--- config.mk ---
export PLATFORM = sky130hd
export DESIGN_NAME = control_fsm
export DESIGN_NICKNAME = d
export VERILOG_FILES = /design/src/rtl/control_fsm.sv
export SDC_FILE = /design/constraint.sdc
export NUM_CORES = 1
export LEC_CHECK = 0
export ABC_AREA = 1
export CORE_UTILIZATION = 37
export DETAILED_ROUTE_END_ITERATION = 16
export GPL_ROUTABILITY_DRIVEN = 0
export PLACE_DENSITY = 0.8
export RECOVER_POWER = 25
export SLEW_MARGIN = 20
export SYNTH_ARGS = -nofsm -noshare
export SYNTH_HDL_FRONTEND = slang
export SYNTH_SLANG_ARGS = --single-unit
--- constraint.sdc ---
create_clock -name clk -period 2.4 [get_ports clk]
set_input_delay 0.6 -clock clk [delete_from_list [all_inputs] [get_ports clk]]
set_output_delay 0.6 -clock clk [all_outputs]
set_load 0.005 [all_outputs]
--- src/rtl/control_fsm.sv ---
// Multicycle RISC-V main controller: Moore state register plus combinational output/next-state decode.
// Define JALR_SUPPORT_EN to add the two-step jalr sequence (JALR -> JALRLINK); otherwise jalr decodes as illegal.
module control_fsm (
  input  logic       clk,
  input  logic       rst_n,
  input  logic [6:0] Op,
  input  logic [2:0] Funct3,
  input  logic       Funct7b5,
  input  logic       Zero,
  input  logic       MemReady,
  output logic       MemRead,
  output logic       MemWrite,
  output logic       IRWrite,
  output logic       PCWrite,
  output logic       RegWrite,
  output logic       AdrSrc,
  output logic       Illegal,
  output logic [1:0] ImmSrc,
  output logic [1:0] ALUSrcA,
  output logic [1:0] ALUSrcB,
  output logic [1:0] ResultSrc,
  output logic [2:0] ALUControl,
  output logic [3:0] State
);

  typedef enum logic [3:0] {
    FETCH    = 4'd0,
    DECODE   = 4'd1,
    MEMADR   = 4'd2,
    MEMREAD  = 4'd3,
    MEMWB    = 4'd4,
    MEMWRITE = 4'd5,
    EXECR    = 4'd6,
    EXECI    = 4'd7,
    ALUWB    = 4'd8,
    BRANCH   = 4'd9,
    JAL      = 4'd10,
    JALR     = 4'd11,
    JALRLINK = 4'd12
  } state_t;

  localparam logic [6:0] OP_LOAD   = 7'b0000011;
  localparam logic [6:0] OP_STORE  = 7'b0100011;
  localparam logic [6:0] OP_RTYPE  = 7'b0110011;
  localparam logic [6:0] OP_ITYPE  = 7'b0010011;
  localparam logic [6:0] OP_BRANCH = 7'b1100011;
  localparam logic [6:0] OP_JAL    = 7'b1101111;
  localparam logic [6:0] OP_JALR   = 7'b1100111;

  localparam logic [2:0] ALU_ADD = 3'b000;
  localparam logic [2:0] ALU_SUB = 3'b001;
  localparam logic [2:0] ALU_AND = 3'b010;
  localparam logic [2:0] ALU_OR  = 3'b011;
  localparam logic [2:0] ALU_SLT = 3'b101;

  state_t state_reg, state_next;

  logic mem_read, mem_write, ir_write, pc_write, reg_write, illegal;

  always_ff @(posedge clk or negedge rst_n) begin
    if (!rst_n) state_reg <= FETCH;
    else        state_reg <= state_next;
  end

  always_comb begin
    state_next = state_reg;
    mem_read   = 1'b0;
    mem_write  = 1'b0;
    ir_write   = 1'b0;
    pc_write   = 1'b0;
    reg_write  = 1'b0;
    illegal    = 1'b0;
    AdrSrc     = 1'b0;
    ImmSrc     = 2'b00;
    ALUSrcA    = 2'b00;
    ALUSrcB    = 2'b00;
    ResultSrc  = 2'b00;
    ALUControl = ALU_ADD;

    case (state_reg)
      FETCH: begin
        mem_read  = 1'b1;
        ALUSrcB   = 2'b10;
        ResultSrc = 2'b10;
        ir_write  = MemReady;
        pc_write  = MemReady;
        if (MemReady) state_next = DECODE;
      end
      // Precompute the branch target into ALUOut while the opcode is decoded.
      DECODE: begin
        ALUSrcA = 2'b01;
        ALUSrcB = 2'b01;
        ImmSrc  = 2'b10;
        case (Op)
          OP_LOAD, OP_STORE: state_next = MEMADR;
          OP_RTYPE:          state_next = EXECR;
          OP_ITYPE:          state_next = EXECI;
          OP_BRANCH:         state_next = BRANCH;
          OP_JAL:            state_next = JAL;
`ifdef JALR_SUPPORT_EN
          OP_JALR:           state_next = JALR;
`endif
          default: begin
            illegal    = 1'b1;
            state_next = FETCH;
          end
        endcase
      end
      MEMADR: begin
        ALUSrcA    = 2'b10;
        ALUSrcB    = 2'b01;
        ImmSrc     = Op[5] ? 2'b01 : 2'b00;
        state_next = Op[5] ? MEMWRITE : MEMREAD;
      end
      MEMREAD: begin
        mem_read = 1'b1;
        AdrSrc   = 1'b1;
        if (MemReady) state_next = MEMWB;
      end
      MEMWB: begin
        ResultSrc  = 2'b01;
        reg_write  = 1'b1;
        state_next = FETCH;
      end
      MEMWRITE: begin
        mem_write = 1'b1;
        AdrSrc    = 1'b1;
        if (MemReady) state_next = FETCH;
      end
      EXECR, EXECI: begin
        ALUSrcA    = 2'b10;
        ALUSrcB    = (state_reg == EXECI) ? 2'b01 : 2'b00;
        state_next = ALUWB;
        case (Funct3)
          3'b000:  ALUControl = (state_reg == EXECR && Funct7b5) ? ALU_SUB : ALU_ADD;
          3'b010:  ALUControl = ALU_SLT;
          3'b110:  ALUControl = ALU_OR;
          3'b111:  ALUControl = ALU_AND;
          default: ALUControl = ALU_ADD;
        endcase
      end
      ALUWB: begin
        reg_write  = 1'b1;
        state_next = FETCH;
      end
      BRANCH: begin
        ALUSrcA    = 2'b10;
        ALUControl = ALU_SUB;
        state_next = FETCH;
        case (Funct3)
          3'b000:  pc_write = Zero;
          3'b001:  pc_write = ~Zero;
          default: pc_write = 1'b0;
        endcase
      end
      // PC jumps to the target now; ALUWB later writes OldPC+4 to rd.
      JAL: begin
        ALUSrcA    = 2'b01;
        ALUSrcB    = 2'b10;
        ImmSrc     = 2'b11;
        pc_write   = 1'b1;
        state_next = ALUWB;
      end
`ifdef JALR_SUPPORT_EN
      JALR: begin
        ALUSrcA    = 2'b10;
        ALUSrcB    = 2'b01;
        ResultSrc  = 2'b10;
        pc_write   = 1'b1;
        state_next = JALRLINK;
      end
      JALRLINK: begin
        ALUSrcA    = 2'b01;
        ALUSrcB    = 2'b10;
        state_next = ALUWB;
      end
`endif
      default: state_next = FETCH;
    endcase
  end

  // Strobes are masked during reset so FETCH's read/load enables stay quiet.
  assign MemRead  = rst_n & mem_read;
  assign MemWrite = rst_n & mem_write;
  assign IRWrite  = rst_n & ir_write;
  assign PCWrite  = rst_n & pc_write;
  assign RegWrite = rst_n & reg_write;
  assign Illegal  = rst_n & illegal;
  assign State    = state_reg;

endmodule

==> flow_summary.yaml, run 1 <==
cts:
  cts_tree: "done"
  htree_num_levels: 1
  cts_root_buf: "clkbuf_4"
  clock-sinks: 4
  cts.path.max_buffers: 2
  clkTransAtPathRegs_ns: 0.04
  clkLatencyLatePin_ns: 0.24
  cts_inserted_buffers: 3
  cts.hold.buffers_added: 0
synthesis:
  avgSynthCellArea_um2: 5.69
  synth.area.top_cells: "dfrtp_1 (19%), nand2_1 (17%), inv_1 (13%)"
  synth_fp_nets: 110
  netlist_instances: 95
  yosysWarningCount: 0
  yosys.area.top_type: "dfrtp_1"
  ys_seq_elements: 4
  yosysTopAreaCellShare_pct: 18.5
  synth-seq-area-share_pct: 18.5
  synth_area_um2: 541
  yosysUniqueCellTypes: 21
worst_setup_path:
  cp.required_ns: 1.80
  reg2regPathDepth: 8
  crit_end: "ALUControl[0]"
  cp-start-kind: "input port"
  r2r_end: "State[2]$_DFFE_PN0P_"
  crit_path_max_fanout: 3
  r2r-start: "State[3]$_DFFE_PN0P_"
  cp.arrival_ns: 1.72
  crit_type: "input port to output port"
  cp-end-kind: "output port"
  cp-startpoint: "Funct3[1]"
  rrSetupSlack_ns: 1.10
grt:
  use_met1_pct: 35.8
  grt_pass1_vias: 619
  grt_start_max_net_pins: 8
  grt_pass1_wl_um: 2770
  gr-usage-met3_pct: 4.44
  grt_usage_pct: 26.1
  antenna_found_initial: 0
  grt-ovfl-total: 0
  top_usage_layer: "met2"
  met2_usage_pct: 39.9
routing:
  drt-pass1-iter-count: 4
  drt-total-wl_um: 1890
  vias: 790
  drtIter0Drc: 19
  viasPerCell: 4.97
  ant_nets: 0
  remaining_drc_errors: 0
  wire_per_inst_um: 11.9
cells_and_area:
  final_util_pct: 75.4
  drive_above_1_share_pct: 21.5
  final_cells: 159
  finalInstanceArea_mm2: 0.00101
  fin_nets: 161
  largest_reg_flops: 4
  syn2layout_area_growth_pct: 86.1
  final_common_cell: "clkdlybuf4s50_1"
  layout_common_cells: "clkdlybuf4s50_1 (24), nand2_1 (23), inv_1 (16), nor2_1 (11)"
  n_antenna_cell: 0
timing:
  setup_slack_ns: 0.0824
  fmax_mhz: 431
  tns_ns: 0
  period_minus_slack_ns: 2.32
  final.period_utilization_pct: 96.6
  finalSetupViolCount: 0
  slew_headroom_pct: 82.3
  finClkSkew_ns: 0.00636
  finalHoldViolCount: 0
  whs_ns: 0.581
  worst_pin_slew_ns: 0.262
  finalMaxSlewViolations: 0
power_and_ir_drop:
  leakagePower_nw: 0.530
  p_per_area_mw_per_mm2: 626
  peakVddDrop_v: 0.000425
  power.total_mw: 0.629
run:
  maxCapViolations: 0
place:
  port_buffers: 36
  dpl.cell_count: 154
  dp_slack_ns: -0.328
  place_hpwl_um: 1570
  place_area_um2: 980
hold_path:
  hold_class: "register to register"
floorplan:
  coreArea_mm2: 0.00133
  fp.dieH_um: 40.2
  die_area_mm2: 0.00162
  io_pins: 37
  initial_core_util_pct: 40.5
  fp-row-count: 13
  dieWidth_um: 40.2
status:
  status: "finished clean"
-- per-layer routing --
metal	vias up	wire, µm
met2	30	920
li1	401	-
met5	-	0
met4	0	18
met1	357	837
met3	2	116
-- cells by family after synthesis --
group	after synthesis	synth area share, %
flops	4	18.5
buf+inv	22	15.3
simple gates	57	51.9
xor+xnor	1	1.62
compound gates	11	12.7
-- Yosys cell counts --
master,count
a211oi_1,1
a21oi_1,3
a22oi_1,1
dfrtp_1,4
inv_1,18
inv_2,4
nand2_1,24
nand2_2,1
nand3_1,10
nand4_1,1
nor2_1,13
nor2_2,2
nor2_4,1
nor2_8,1
nor3_1,2
nor4_2,2
o211ai_1,1
o21a_1,1
o21ai_0,3
o311ai_0,1
xnor2_1,1
-- worst min-delay path by stage --
stage | from | end | slack [ns] | cells past startpoint
4_1_cts | State[2]$_DFFE_PN0P_ | State[2]$_DFFE_PN0P_ | 0.58 | 2
3_3_place_gp | State[2]$_DFFE_PN0P_ | State[2]$_DFFE_PN0P_ | 0.54 | 2
2_1_floorplan | rst_n | State[0]$_DFFE_PN0P_ | 0.30 | 0
6_report | State[0]$_DFFE_PN0P_ | State[0]$_DFFE_PN0P_ | 0.58 | 2
3_5_place_dp | State[2]$_DFFE_PN0P_ | State[2]$_DFFE_PN0P_ | 0.57 | 2
5_1_grt | State[0]$_DFFE_PN0P_ | State[0]$_DFFE_PN0P_ | 0.61 | 2
-- power breakdown --
part	switching [mW]	internal [mW]	leakage, nW	total [mW]
Clock	0.0274	0.0559	0.0138	0.0833
Sequential	0.0245	0.0827	0.0508	0.107
Combinational	0.214	0.225	0.465	0.439
Total	0.266	0.364	0.530	0.629
-- area by class of cell --
type	instances	area, µm²
sequential	4	103
tap	15	18.8
multi-input combinational	69	365
fill	114	328
inverter	22	82.6
clock buffer	3	22.5
timing repair buffer	46	414
-- critical path: stages --
cell	delay (ns)
clkdlybuf4s50_1	0.47
inv_1	0.07
o21a_1	0.18
a22oi_1	0.16
clkdlybuf4s15_1	0.23
-- timing repair --
action                                  CTS  global route
cloned                                    0             0
gates resized for setup                  17             7
pin swaps                                 3             1
buffers inserted                          1             1
endpoints found under the setup margin   12             5
endpoints found under the hold margin     0             0
Power figures use the tool's default switching activity.
==> run 2: changes to the inputs <==
--- a/config.mk
+++ b/config.mk
@@ -9,6 +9,7 @@
 export CORE_UTILIZATION = 37
 export DETAILED_ROUTE_END_ITERATION = 16
 export GPL_ROUTABILITY_DRIVEN = 0
+export MAX_ROUTING_LAYER = met4
 export PLACE_DENSITY = 0.8
 export RECOVER_POWER = 25
 export SLEW_MARGIN = 20
==> results of run 2 <==
Same layout as run 1: the final DEF is identical, and so are final timing and power.
Among the figures that moved: overall routing resource usage 26.1% -> 26.8%
